--- src/rtl/fetch_defs.sv ---
// Shared definitions for the instruction-fetch sequencer: FSM state encoding and default widths.
package fetch_defs;

  typedef enum logic [1:0] {
    IDLE   = 2'd0,
    RUN    = 2'd1,
    HALTED = 2'd2,
    FAULT  = 2'd3
  } fetch_state_e;

  localparam int unsigned DEF_ADDR_W    = 8;
  localparam int unsigned DEF_INSTR_W   = 8;
  localparam int unsigned DEF_MEM_DEPTH = 32;
  localparam int unsigned PERF_W        = 16;

endpackage

--- src/rtl/imem_fetch_seq_if.sv ---
// Memory bus plus decoder-side valid/ready handshake of the fetch sequencer.
interface imem_fetch_seq_if
  import fetch_defs::*;
#(
  parameter int unsigned ADDR_W  = DEF_ADDR_W,
  parameter int unsigned INSTR_W = DEF_INSTR_W
);
  logic [ADDR_W-1:0]  imem_addr;
  logic               imem_clear;
  logic [INSTR_W-1:0] imem_instr;
  logic               out_valid;
  logic               out_ready;
  logic [INSTR_W-1:0] out_instr;
  logic [ADDR_W-1:0]  out_pc;

  modport master (
    output imem_addr, imem_clear, out_valid, out_instr, out_pc,
    input  imem_instr, out_ready
  );

  modport slave (
    input  imem_addr, imem_clear, out_valid, out_instr, out_pc,
    output imem_instr, out_ready
  );
endinterface

--- src/rtl/fetch_out_stage.sv ---
// One-deep valid/ready holding register for fetched words; flush beats load beats accept.
module fetch_out_stage
  import fetch_defs::*;
#(
  parameter int unsigned ADDR_W  = DEF_ADDR_W,
  parameter int unsigned INSTR_W = DEF_INSTR_W
) (
  input  logic               clk,
  input  logic               clear_n,
  input  logic               load_i,
  input  logic               flush_i,
  input  logic               accept_i,
  input  logic [INSTR_W-1:0] instr_i,
  input  logic [ADDR_W-1:0]  pc_i,
  output logic               valid_o,
  output logic [INSTR_W-1:0] instr_o,
  output logic [ADDR_W-1:0]  pc_o
);

  logic               valid_q, valid_d;
  logic [INSTR_W-1:0] instr_q, instr_d;
  logic [ADDR_W-1:0]  pc_q, pc_d;

  // NOTE: every output of this block gets a default first, so no path leaves a value unassigned and no latch is inferred.
  always_comb begin
    valid_d = valid_q;
    instr_d = instr_q;
    pc_d    = pc_q;
    if (flush_i) begin
      valid_d = 1'b0;
    end else if (load_i) begin
      valid_d = 1'b1;
      instr_d = instr_i;
      pc_d    = pc_i;
    end else if (accept_i && valid_q) begin
      valid_d = 1'b0;
    end
  end

  // NOTE: state registers use non-blocking assignments so every flop samples pre-edge values.
  // NOTE: the data registers are reset as well, so out_instr/out_pc read zero after reset.
  always_ff @(posedge clk or negedge clear_n) begin
    if (!clear_n) begin
      valid_q <= 1'b0;
      instr_q <= '0;
      pc_q    <= '0;
    end else begin
      valid_q <= valid_d;
      instr_q <= instr_d;
      pc_q    <= pc_d;
    end
  end

  assign valid_o = valid_q;
  assign instr_o = instr_q;
  assign pc_o    = pc_q;

endmodule

--- src/rtl/imem_fetch_seq.sv ---
// Fetch sequencer: owns the PC, drives the instruction memory and feeds a one-deep output stage.
// Optional performance counters are enabled with the IMEM_FETCH_PERF_EN macro.
module imem_fetch_seq
  import fetch_defs::*;
#(
  parameter int unsigned ADDR_W    = DEF_ADDR_W,
  parameter int unsigned INSTR_W   = DEF_INSTR_W,
  parameter int unsigned MEM_DEPTH = DEF_MEM_DEPTH,
  parameter int unsigned RESET_PC  = 0
) (
  input  logic               clk,
  input  logic               clear_n,
  input  logic               start,
  input  logic               halt_req,
  input  logic               redirect_valid,
  input  logic [ADDR_W-1:0]  redirect_addr,
  imem_fetch_seq_if.master   bus,
  output logic               busy,
  output logic               halted,
  output logic               fault
`ifdef IMEM_FETCH_PERF_EN
  , output logic [PERF_W-1:0] fetch_count
  , output logic [PERF_W-1:0] stall_count
`endif
);

  fetch_state_e      state_q, state_d;
  logic [ADDR_W-1:0] pc_q, pc_d;
  logic              load, flush, out_valid, in_range;

  assign in_range = 32'(pc_q) < MEM_DEPTH;

  always_comb begin
    state_d = state_q;
    pc_d    = pc_q;
    load    = 1'b0;
    flush   = 1'b0;
    case (state_q)
      IDLE, HALTED: begin
        if (redirect_valid) pc_d = redirect_addr;
        if (start) state_d = RUN;
      end
      RUN: begin
        if (halt_req) begin
          state_d = HALTED;
          flush   = 1'b1;
        end else if (redirect_valid) begin
          pc_d  = redirect_addr;
          flush = 1'b1;
        end else if (!in_range) begin
          // The faulting PC stays on imem_addr; a held word may still drain.
          state_d = FAULT;
        end else if (!out_valid || bus.out_ready) begin
          load = 1'b1;
          pc_d = pc_q + ADDR_W'(1);
        end
      end
      default: ;
    endcase
  end

  always_ff @(posedge clk or negedge clear_n) begin
    if (!clear_n) begin
      state_q <= IDLE;
      pc_q    <= ADDR_W'(RESET_PC);
    end else begin
      state_q <= state_d;
      pc_q    <= pc_d;
    end
  end

  fetch_out_stage #(
    .ADDR_W  (ADDR_W),
    .INSTR_W (INSTR_W)
  ) u_out_stage (
    .clk      (clk),
    .clear_n  (clear_n),
    .load_i   (load),
    .flush_i  (flush),
    .accept_i (bus.out_ready),
    .instr_i  (bus.imem_instr),
    .pc_i     (pc_q),
    .valid_o  (out_valid),
    .instr_o  (bus.out_instr),
    .pc_o     (bus.out_pc)
  );

  assign bus.out_valid  = out_valid;
  assign bus.imem_addr  = pc_q;
  assign bus.imem_clear = (state_q != RUN);
  assign busy           = (state_q == RUN);
  assign halted         = (state_q == HALTED);
  assign fault          = (state_q == FAULT);

`ifdef IMEM_FETCH_PERF_EN
  logic [PERF_W-1:0] fetch_cnt_q, stall_cnt_q;
  logic              stall_cycle;

  assign stall_cycle = (state_q == RUN) && out_valid && !bus.out_ready;

  // Both counters saturate rather than wrap.
  always_ff @(posedge clk or negedge clear_n) begin
    if (!clear_n) begin
      fetch_cnt_q <= '0;
      stall_cnt_q <= '0;
    end else begin
      if (load && (fetch_cnt_q != '1))        fetch_cnt_q <= fetch_cnt_q + PERF_W'(1);
      if (stall_cycle && (stall_cnt_q != '1)) stall_cnt_q <= stall_cnt_q + PERF_W'(1);
    end
  end

  assign fetch_count = fetch_cnt_q;
  assign stall_count = stall_cnt_q;
`endif

endmodule

--- src/flat_wrapper.sv ---
// flat-port wrapper written by rule: the top's interface ports become plain ports
module imem_fetch_seq_flat import fetch_defs::*;
#(
  parameter int unsigned ADDR_W    = DEF_ADDR_W,
  parameter int unsigned INSTR_W   = DEF_INSTR_W,
  parameter int unsigned MEM_DEPTH = DEF_MEM_DEPTH,
  parameter int unsigned RESET_PC  = 0
)
  (clk, clear_n, start, halt_req, redirect_valid, redirect_addr, busy, halted, fault, bus_imem_addr, bus_imem_clear, bus_out_valid, bus_out_instr, bus_out_pc, bus_imem_instr, bus_out_ready);
  imem_fetch_seq_if #(.ADDR_W(ADDR_W), .INSTR_W(INSTR_W)) bus_i ();
  input  logic clk;
  input  logic clear_n;
  input  logic start;
  input  logic halt_req;
  input  logic redirect_valid;
  input  logic [ADDR_W-1:0] redirect_addr;
  output logic busy;
  output logic halted;
  output logic fault;
  output wire logic [$bits(bus_i.imem_addr)-1:0] bus_imem_addr;
  output wire logic [$bits(bus_i.imem_clear)-1:0] bus_imem_clear;
  output wire logic [$bits(bus_i.out_valid)-1:0] bus_out_valid;
  output wire logic [$bits(bus_i.out_instr)-1:0] bus_out_instr;
  output wire logic [$bits(bus_i.out_pc)-1:0] bus_out_pc;
  input wire logic [$bits(bus_i.imem_instr)-1:0] bus_imem_instr;
  input wire logic [$bits(bus_i.out_ready)-1:0] bus_out_ready;
  assign bus_imem_addr = bus_i.imem_addr;
  assign bus_imem_clear = bus_i.imem_clear;
  assign bus_out_valid = bus_i.out_valid;
  assign bus_out_instr = bus_i.out_instr;
  assign bus_out_pc = bus_i.out_pc;
  assign bus_i.imem_instr = bus_imem_instr;
  assign bus_i.out_ready = bus_out_ready;
  imem_fetch_seq #(.ADDR_W(ADDR_W), .INSTR_W(INSTR_W), .MEM_DEPTH(MEM_DEPTH), .RESET_PC(RESET_PC)) u_core (.clk(clk), .clear_n(clear_n), .start(start), .halt_req(halt_req), .redirect_valid(redirect_valid), .redirect_addr(redirect_addr), .bus(bus_i), .busy(busy), .halted(halted), .fault(fault));
endmodule
--- config.mk ---
export PLATFORM = sky130hd
export DESIGN_NAME = imem_fetch_seq_flat
export DESIGN_NICKNAME = d
export VERILOG_FILES = /design/src/rtl/fetch_defs.sv /design/src/rtl/imem_fetch_seq_if.sv /design/src/rtl/fetch_out_stage.sv /design/src/rtl/imem_fetch_seq.sv /design/src/flat_wrapper.sv
export SDC_FILE = /design/constraint.sdc
export NUM_CORES = 1
export LEC_CHECK = 0
export ABC_AREA = 1
export CAP_MARGIN = 20
export CORE_UTILIZATION = 42
export DETAILED_ROUTE_END_ITERATION = 6
export HOLD_SLACK_MARGIN = 0.03
export PLACE_DENSITY = 0.88
export RECOVER_POWER = 25
export SLEW_MARGIN = 5
export SYNTH_ARGS = -nofsm -noshare
export SYNTH_HDL_FRONTEND = slang
export SYNTH_SLANG_ARGS = --single-unit
export TNS_END_PERCENT = 50
--- constraint.sdc ---
create_clock -name clk -period 2.4 [get_ports clk]
set_input_delay 0.24 -clock clk [delete_from_list [all_inputs] [get_ports clk]]
set_output_delay 0.24 -clock clk [all_outputs]
set_load 0.01 [all_outputs]
# Word level (Yosys, flattened, before mapping)
# Index checks and enable logic that the tools add are counted.
# word_totals
regBits	27
in_bits	22
elab_cells	51
# op_classes
n_addsub	1
order_cmp	1
n_eq_ne	11
mux	22
bitwise_logic	1
reduce_logical	10
# op_table
operator	n
8-bit 2-to-1 mux	5
8-bit case mux with 2 select lines	1
1-bit 2-to-1 mux	11
8-bit by 1-bit adder with 8-bit output, second input constant	1
8-bit by 6-bit less-than comparator with 1-bit output, second input constant	1
2-bit 2-to-1 mux	4
2-bit inequality test, second input constant	3
3-bit by 2-bit inequality test with 1-bit output, second input constant	2
3-bit inequality test, second input constant	2
5-bit AND reduction	1
2-bit equality test, second input constant	2
2-bit case mux with 2 select lines	1
4-bit AND reduction	1
3-bit nonzero test	1
2-bit by 1-bit equality test with 1-bit output, second input constant	1
2-bit logical NOT	1
2-bit by 1-bit inequality test with 1-bit output, second input constant	1
2-bit AND reduction	1
2-bit nonzero test	1
2-bit OR reduction	1
1-bit logical AND	1
1-bit logical NOT	1
1-bit logical OR	1
1-bit inverter	1

# Logic depth before layout (Yosys ltp)
# Gate-level depths: netlist (run 1).
# logic_depth
word_depth	9
mapped_depth	10

# Modules after synthesis
# From an unflattened synthesis (run 1), not the netlist that was laid out.
# hier_totals
hier_cells	195
hier_area_um2	1478.9
# by_module_without_submodules
module	instances	cells_each	area_per_inst_um2
imem_fetch_seq	1	121	764.5
fetch_out_stage	1	74	714.4

# Least setup slack after synthesis (run 1)
# OpenSTA, ideal clock, no wires.
# synth_timing
kind	register to register
startpoint	register u_core.pc_q[6], in the netlist u_core.bus.imem_addr[6]
endpoint	register u_core.u_out_stage.pc_q[2], in the netlist u_core.u_out_stage.pc_o[2]
arrival_ns	1.121
required_time_ns	2.283
path_slack_ns	1.162
path_stages_with_launch	8
path_buffers	1
period_less_slack_ns	1.238
path_cell_list	dfrtp_1 -> nor2_1 -> nand2_1 -> a21oi_1 -> nand2_2 -> buf_2 -> nand2_1 -> nand2_1
# synth_via
elab_chain_cells	6
# synth_rtl
item	line	text
from (decl)	imem_fetch_seq.sv:28	logic [ADDR_W-1:0] pc_q, pc_d;
from (signal assigned)	imem_fetch_seq.sv:65	pc_q <= ADDR_W'(RESET_PC);
from (signal assigned)	imem_fetch_seq.sv:68	pc_q <= pc_d;
8-bit by 6-bit less-than comparator with 1-bit output	imem_fetch_seq.sv:31	assign in_range = 32'(pc_q) < MEM_DEPTH;
1-bit 2-to-1 mux	imem_fetch_seq.sv:50	end else if (!in_range) begin
1-bit 2-to-1 mux	imem_fetch_seq.sv:47	end else if (redirect_valid) begin
1-bit 2-to-1 mux	imem_fetch_seq.sv:44	if (halt_req) begin
1-bit 2-to-1 mux	imem_fetch_seq.sv:38	case (state_q)
2-bit AND reduction (no source line)	-	
to (signal assigned)	fetch_out_stage.sv:50	pc_q <= pc_d;
to (decl)	fetch_out_stage.sv:22	logic [ADDR_W-1:0] pc_q, pc_d;
# Every way passes these cells.
# A chain may end at the register's enable or synchronous reset.

# Worst setup path in the final report (run 1)
# layout_timing
startpoint	register u_core.state_q[0]
endpoint	output port busy
# layout_via
elab_chain_cells	1
# layout_rtl
item	line	text
from (decl)	imem_fetch_seq.sv:27	fetch_state_e state_q, state_d;
from (signal assigned)	imem_fetch_seq.sv:67	state_q <= state_d;
2-bit by 1-bit equality test with 1-bit output	imem_fetch_seq.sv:91	assign busy = (state_q == RUN);
to (decl)	flat_wrapper.sv:17	output logic busy;
# Every way passes these cells.

==> summary.log, run 1 <==
[critical_path] path type of the worst setup path flop to output port
[synthesis] Gate Count Post-Synth 178
[power_and_ir_drop] P_leak 0.974 nW
[global_routing] Remaining Overflow, GRT 0
[sta] max-slew violation count 0
[drt] wire length reported by the detailed router 2780 um
[synthesis] number of distinct library cell variants in the gate-level netlist after synthesis 21
[sta] Relative slew margins 5.99%
[clock_network] number of H-tree levels 1
[sta] Post-Route Skew 0.00424 ns
[clock_network] clock transition at the register clock pins on the worst setup and hold paths after CTS 0.14 ns
[final_layout] final-stage net count 254
[global_routing] number of global-route vias before repair 1118
[global_routing] number of antenna violations at the first check in global routing 0
[clock_network] Clock Path Buffers 2
[floorplanning] standard-cell row count 20
[power_and_ir_drop] Max IR drop VDD 0.000484 V
[synthesis] total number of yosys warnings 0
[synthesis] cell types with the largest area share after synthesis sky130_fd_sc_hd__dfrtp_1 50%, sky130_fd_sc_hd__nand2_1 25%, sky130_fd_sc_hd__inv_1 4.5%
[floorplanning] core area 0.00303 mm2
[outcome] run status completed
[sta] slew at the pin closest to its max-slew limit 1.41 ns
[clock_network] CTS tree yes
[synthesis] synthesized flop and latch total 27
[clock_network] sinks on the clock net 27
[critical_path] Critical Path Fanout Max 9
[final_layout] most frequent standard cell in the layout excluding fill and tap cells sky130_fd_sc_hd__nand2_1
[run] MaxCap Viol Count 0
[critical_path] data arrival at the endpoint of the critical path 1.69 ns
[floorplanning] effective utilization at floorplan 44.2%
[drt] count of vias placed by the detailed router 1234
[critical_path] required time of the critical path 2.16 ns
[drt] drt via density 4.50
[synthesis] synthesized netlist net count 201
[clock_network] quantity of hold-fixing buffers added after cts 0
[sta] clock period minus final worst setup slack 1.93 ns
[sta] top achievable clock speed 0.519 GHz
[drt] drt drc 0
[synthesis] mean instance size in the synthesized netlist 7.52 um2
[clock_network] clock buffers created by TritonCTS 3
[drt] routed wirelength normalized by instance count 10.1 um
[final_layout] Diodes inserted 0
[placement] HPWL after detailed placement 2080 um
[final_layout] layout overhead on the synthesized area 42.1%
[sta] accumulated negative setup slack 0 ns
[critical_path] Worst Setup End Kind output port
[final_layout] final standard cell count with taps included and fillers excluded 274
[clock_network] post_cts resized 0
[synthesis] share of Yosys cell area claimed by the top area cell type 50.5%
[floorplanning] area of the die 0.00342 mm2
[floorplanning] width of the die 58.5 um
[global_routing] maximum number of pins on one net before global-route repair 28
[synthesis] total standard cell area after synthesis 0.00134 mm2
[min_path] path type of the worst min-delay path input pin to flop
[floorplanning] I/O pin cnt 51
[placement] port buffer count 50
[drt] number of nets still failing antenna checks after routing 0
[drt] total iterations of the first detailed-routing run 4
[clock_network] insertion delay to the later sink of the worst-skew pair 0.32 ns
[synthesis] Seq/Total Area, Yosys 50.5%
[floorplanning] Chip Height 58.5 um
[placement] total instance count after detailed placement 270
[placement] gpl congestion 0.782
[clock_network] number of buffers inserted to repair setup after CTS 0
[synthesis] cell type with the largest total area after synthesis sky130_fd_sc_hd__dfrtp_1
[sta] final period utilization 80.3%
[global_routing] total routing usage reported by global routing 17.4%
[global_routing] global-route wire length before repair 4680 um
[sta] number of hold-slack violations in the final timing report 0
[critical_path] critical path launch point type flop
[drt] DRC marker count from the first detailed-route iteration 50
[sta] Setup violations, final 0
[clock_network] Clk Tree Root Cell sky130_fd_sc_hd__clkbuf_4
[final_layout] ratio of cells with drive above 1 in the final layout 6.52%
[final_layout] top library cells by usage in the layout, fill and taps aside 90 x sky130_fd_sc_hd__nand2_1, 49 x sky130_fd_sc_hd__clkdlybuf4s50_1, 27 x sky130_fd_sc_hd__dfrtp_1, 16 x sky130_fd_sc_hd__inv_1, 9 x sky130_fd_sc_hd__o21ai_0
[sta] RSZ-0062 raised after global routing false
[power_and_ir_drop] Pwr per Cell Area 1200 mW/mm2
Yosys cell counts:
cell type,number
sky130_fd_sc_hd__dfrtp_1,27
sky130_fd_sc_hd__nor2_2,1
sky130_fd_sc_hd__nand2_4,1
sky130_fd_sc_hd__inv_2,4
sky130_fd_sc_hd__inv_1,16
sky130_fd_sc_hd__o21bai_1,1
sky130_fd_sc_hd__ha_1,1
sky130_fd_sc_hd__nor2_4,1
sky130_fd_sc_hd__o21ai_0,9
sky130_fd_sc_hd__nor2_1,8
sky130_fd_sc_hd__nand2_2,2
sky130_fd_sc_hd__nand4_1,1
sky130_fd_sc_hd__nand3_1,7
sky130_fd_sc_hd__a21oi_2,1
sky130_fd_sc_hd__buf_2,1
sky130_fd_sc_hd__nand2_1,90
sky130_fd_sc_hd__a21oi_1,3
sky130_fd_sc_hd__buf_4,1
sky130_fd_sc_hd__buf_6,1
sky130_fd_sc_hd__xnor2_1,1
sky130_fd_sc_hd__nor3_4,1
kinds of logic (layout without fill, tap and decap cells):
| group | count (synthesis) | in the layout | synth area share [%] |
|---|---|---|---|
| AO/OA/AOI/OAI | 14 | 14 | 5.70 |
| XOR/XNOR | 1 | 1 | 0.654 |
| adder cells (fa/ha/maj) | 1 | 1 | 0.934 |
| buffers and inverters | 23 | 75 | 7.38 |
| flip-flops | 27 | 27 | 50.5 |
| AND/OR/NAND/NOR | 112 | 112 | 34.9 |
where the power goes:
group	switching, W	internal, W
Clock	0.000133	0.0000625
Sequential	0.000187	0.000664
Combinational	0.000605	0.000624
flip-flops by register name, summed over array words and instances (netlist names):
register	cells
u_core.u_out_stage.pc_o	8
u_core.u_out_stage.instr_o	8
u_core.u_out_stage.valid_o	1
u_core.bus.imem_addr	8
u_core.state_q	2
critical path, stage by stage, from the launching register on:
cell                              delay, ns
sky130_fd_sc_hd__dfrtp_1               0.57
sky130_fd_sc_hd__nand2_4               0.16
sky130_fd_sc_hd__inv_2                 0.10
sky130_fd_sc_hd__clkdlybuf4s50_1       0.53
metal layers:
layer,track usage [%],vias to the layer above,wire (um)
li1,-,642,-
met1,22.7,544,1230
met2,30.5,46,1310
met3,3.52,2,226
met4,3.06,0,14
met5,0,-,0
per-stage QoR:
stage | hold WS [ns] | util, % | area, um2 | total power [W] | setup slack (ns)
floorplan | -0.0556 | - | 1340 | 0.00149 | 1.16
global placement | 0.461 | 62.0 | 1880 | 0.00207 | 0.703
detailed placement | 0.465 | 62.0 | 1880 | 0.00210 | 0.663
CTS | 0.285 | 62.9 | 1910 | 0.00230 | 0.474
global route | 0.438 | 62.8 | 1900 | 0.00248 | 0.376
finish | 0.434 | 62.8 | 1900 | 0.00228 | 0.473
area by class of cell:
class	count	area, um2
Clock inverter	1	5.00
Multi-Input combinational cell	128	564
Sequential cell	27	676
Inverter	20	75.1
Timing Repair Buffer	51	504
Tap cell	44	55.1
Clock buffer	3	22.5
Fill cell	267	1130
path summary, 6_finish.rpt:
kind | slack, ns | from | depth (start not counted) | to
max | 0.47 | u_core.state_q[0]$_DFFE_PN0P_ | 3 | busy
min | 0.43 | bus_imem_instr[7] | 3 | u_core.u_out_stage.instr_o[7]$_DFFE_PN0P_
max reg2reg | 0.86 | u_core.state_q[0]$_DFFE_PN0P_ | 6 | u_core.u_out_stage.pc_o[1]$_DFFE_PN0P_
min reg2reg | 0.50 | u_core.u_out_stage.instr_o[7]$_DFFE_PN0P_ | 2 | u_core.u_out_stage.instr_o[7]$_DFFE_PN0P_
max in group asynchronous | 0.83 | clear_n | 2 | u_core.bus.imem_addr[3]$_DFFE_PN0P_
min in group asynchronous | 0.75 | clear_n | 2 | u_core.u_out_stage.instr_o[1]$_DFFE_PN0P_
No activity file was read; power rests on OpenSTA's default activity.
==> run 2, diff against run 1 <==
Clock period 2.4 ns to 1.9 ns, I/O delays scaled along.
==> run 2 against run 1 <==
Compared with the run above: wire length increased by 6.5%; clock power up 25%; combinational power grew 28%; largest power group unchanged; register-to-register slack got worse by 0.43 ns; global-route usage rose by 1.1 points; cell area increased by 0.39%; power rose by 27%; clock skew down 0.0016 ns; sequential share of layout area is 0.074 points lower; worst setup slack got worse by 0.36 ns.
==> summary.log, run 2 (synthesis gave the netlist of run 1 again) <==
[global_routing] global-route wire length before repair 4830 um
[power_and_ir_drop] switching fraction of total power 40.9%
[clock_network] CTS tree yes
[critical_path] startpoint of the worst register-to-register path u_core.bus.imem_addr[6]$_DFFE_PN0P_
[floorplanning] effective utilization at floorplan 44.2%
[critical_path] required time of the critical path 1.71 ns
[placement] gpl congestion 0.786
[final_layout] final-stage net count 254
[critical_path] Critical Path Fanout Max 9
[placement] total instance count after detailed placement 270
[floorplanning] width of the die 58.5 um
[clock_network] clock buffers created by TritonCTS 3
[floorplanning] area of the die 0.00342 mm2
[sta] RSZ-0062 raised after global routing false
[outcome] run status completed
[sta] Relative slew margins 77.4%
[min_path] path type of the worst min-delay path input pin to async pin
[clock_network] clock transition at the register clock pins on the worst setup and hold paths after CTS 0.14 ns
[power_and_ir_drop] internal power 0.00171 W
[drt] drt drc 0
[clock_network] Clock Path Buffers 2
[sta] max-slew violation count 0
[clock_network] number of H-tree levels 1
[drt] wire length reported by the detailed router 2960 um
[sta] Post-Route Skew 0.00260 ns
[sta] accumulated negative setup slack 0 ns
[critical_path] reg2reg path depth 7
[clock_network] quantity of hold-fixing buffers added after cts 0
[final_layout] Diodes inserted 0
[drt] count of vias placed by the detailed router 1228
[global_routing] total routing usage reported by global routing 18.6%
[final_layout] number of fill cells 276
[final_layout] flip-flop and latch area 677 um2
[placement] worst slack at placement 0.278 ns
[power_and_ir_drop] power share of the sequential group 37.4%
[power_and_ir_drop] P_leak 0.973 nW
[sta] clock period minus final worst setup slack 1.78 ns
[floorplanning] standard-cell row count 20
[power_and_ir_drop] part of the power in the clock network 8.4%
[clock_network] Clk Tree Root Cell sky130_fd_sc_hd__clkbuf_4
[drt] DRC marker count from the first detailed-route iteration 55
[sta] Setup violations, final 0
[clock_network] number of buffers inserted to repair setup after CTS 0
[drt] drt via density 4.48
[power_and_ir_drop] net load switching power 0.00118 W
[global_routing] number of global-route vias before repair 1102
[floorplanning] core area 0.00303 mm2
[floorplanning] I/O pin cnt 51
[critical_path] critical path launch point type flop
[power_and_ir_drop] post-layout total power 0.00290 W
[clock_network] insertion delay to the later sink of the worst-skew pair 0.32 ns
[critical_path] data arrival at the endpoint of the critical path 1.59 ns
[clock_network] post_cts resized 1
[critical_path] CP startpoint u_core.state_q[0]$_DFFE_PN0P_
[global_routing] Remaining Overflow, GRT 0
[floorplanning] Chip Height 58.5 um
[sta] final period utilization 93.8%
[drt] number of nets still failing antenna checks after routing 0
[power_and_ir_drop] Pwr per Cell Area 1520 mW/mm2
[critical_path] path type of the worst setup path flop to output port
[sta] slew at the pin closest to its max-slew limit 0.339 ns
[sta] top achievable clock speed 0.561 GHz
[final_layout] Multi-input gate area 564 um2
[placement] HPWL after detailed placement 2210 um
[power_and_ir_drop] Logic pwr share 54.2%
[placement] port buffer count 50
[clock_network] sinks on the clock net 27
[critical_path] Worst Setup End Kind output port
[final_layout] final standard cell count with taps included and fillers excluded 274
[power_and_ir_drop] Max IR drop VDD 0.000646 V
[global_routing] number of antenna violations at the first check in global routing 0
[drt] total iterations of the first detailed-routing run 4
[critical_path] R2R setup slack 0.43 ns
[final_layout] ratio of cells with drive above 1 in the final layout 7.39%
[global_routing] maximum number of pins on one net before global-route repair 28
[final_layout] layout overhead on the synthesized area 42.6%
[critical_path] capturing point of the worst reg2reg path u_core.u_out_stage.instr_o[3]$_DFFE_PN0P_
[run] MaxCap Viol Count 0
[drt] routed wirelength normalized by instance count 10.8 um
[sta] number of hold-slack violations in the final timing report 0
[final_layout] top library cells by usage in the layout, fill and taps aside 90 x sky130_fd_sc_hd__nand2_1, 49 x sky130_fd_sc_hd__clkdlybuf4s50_1, 26 x sky130_fd_sc_hd__dfrtp_1, 16 x sky130_fd_sc_hd__inv_1, 9 x sky130_fd_sc_hd__o21ai_0
[sta] Worst Slack Setup Final 0.117 ns
[final_layout] most frequent standard cell in the layout excluding fill and tap cells sky130_fd_sc_hd__nand2_1
## run 2: worst max path at each step
stage | to | cells past startpoint
floorplan | u_core.u_out_stage.pc_o[2]$_DFFE_PN0P_ | 7
global placement | u_core.bus.imem_addr[7]$_DFFE_PN0P_ | 10
detailed placement | u_core.bus.imem_addr[7]$_DFFE_PN0P_ | 10
CTS | busy | 3
global route | busy | 4
finish | busy | 3
## run 2: area by class of cell
class                   count  area share (%)
flip-flops and latches     27            35.5
multi-input cells         128            29.6
repair buffers             51            26.6
inverters                  20            3.93
well taps                  44            2.88
clock buffers               3            1.18
clock inverters             1           0.393
## run 2: stage by stage
stage,hold WS (ns),instance area (um2),utilization [%]
2_1_floorplan,-0.106,1340,-
3_3_place_gp,0.462,1880,62.0
3_5_place_dp,0.464,1880,62.0
4_1_cts,0.225,1910,63.1
5_1_grt,0.299,1910,63.1
6_report,0.299,1910,63.1
## run 2: worst max-delay path, stage by stage, from the launching register on
cell	delay [ns]
sky130_fd_sc_hd__dfrtp_2	0.51
sky130_fd_sc_hd__nand2_4	0.13
sky130_fd_sc_hd__inv_2	0.10
sky130_fd_sc_hd__clkdlybuf4s50_1	0.53
## run 2: routing by layer
metal / GRT usage (%) / up-vias / wire length, um
li1: - / 644 / -
met4: 5.78 / 0 / 24
met5: 0 / - / 0
met3: 3.96 / 4 / 180
met1: 25.9 / 538 / 1390
met2: 29.2 / 42 / 1370
## run 2: power groups by stage
| stage | logic, W | clock network (W) | registers [W] |
|---|---|---|---|
| after floorplan | 0.000733 | 0 | 0.00115 |
| after global placement | 0.00154 | 0 | 0.00109 |
| after detailed placement | 0.00158 | 0 | 0.00109 |
| after CTS | 0.00158 | 0.000258 | 0.00108 |
| after global routing | 0.00175 | 0.000289 | 0.00112 |
| final | 0.00157 | 0.000244 | 0.00108 |
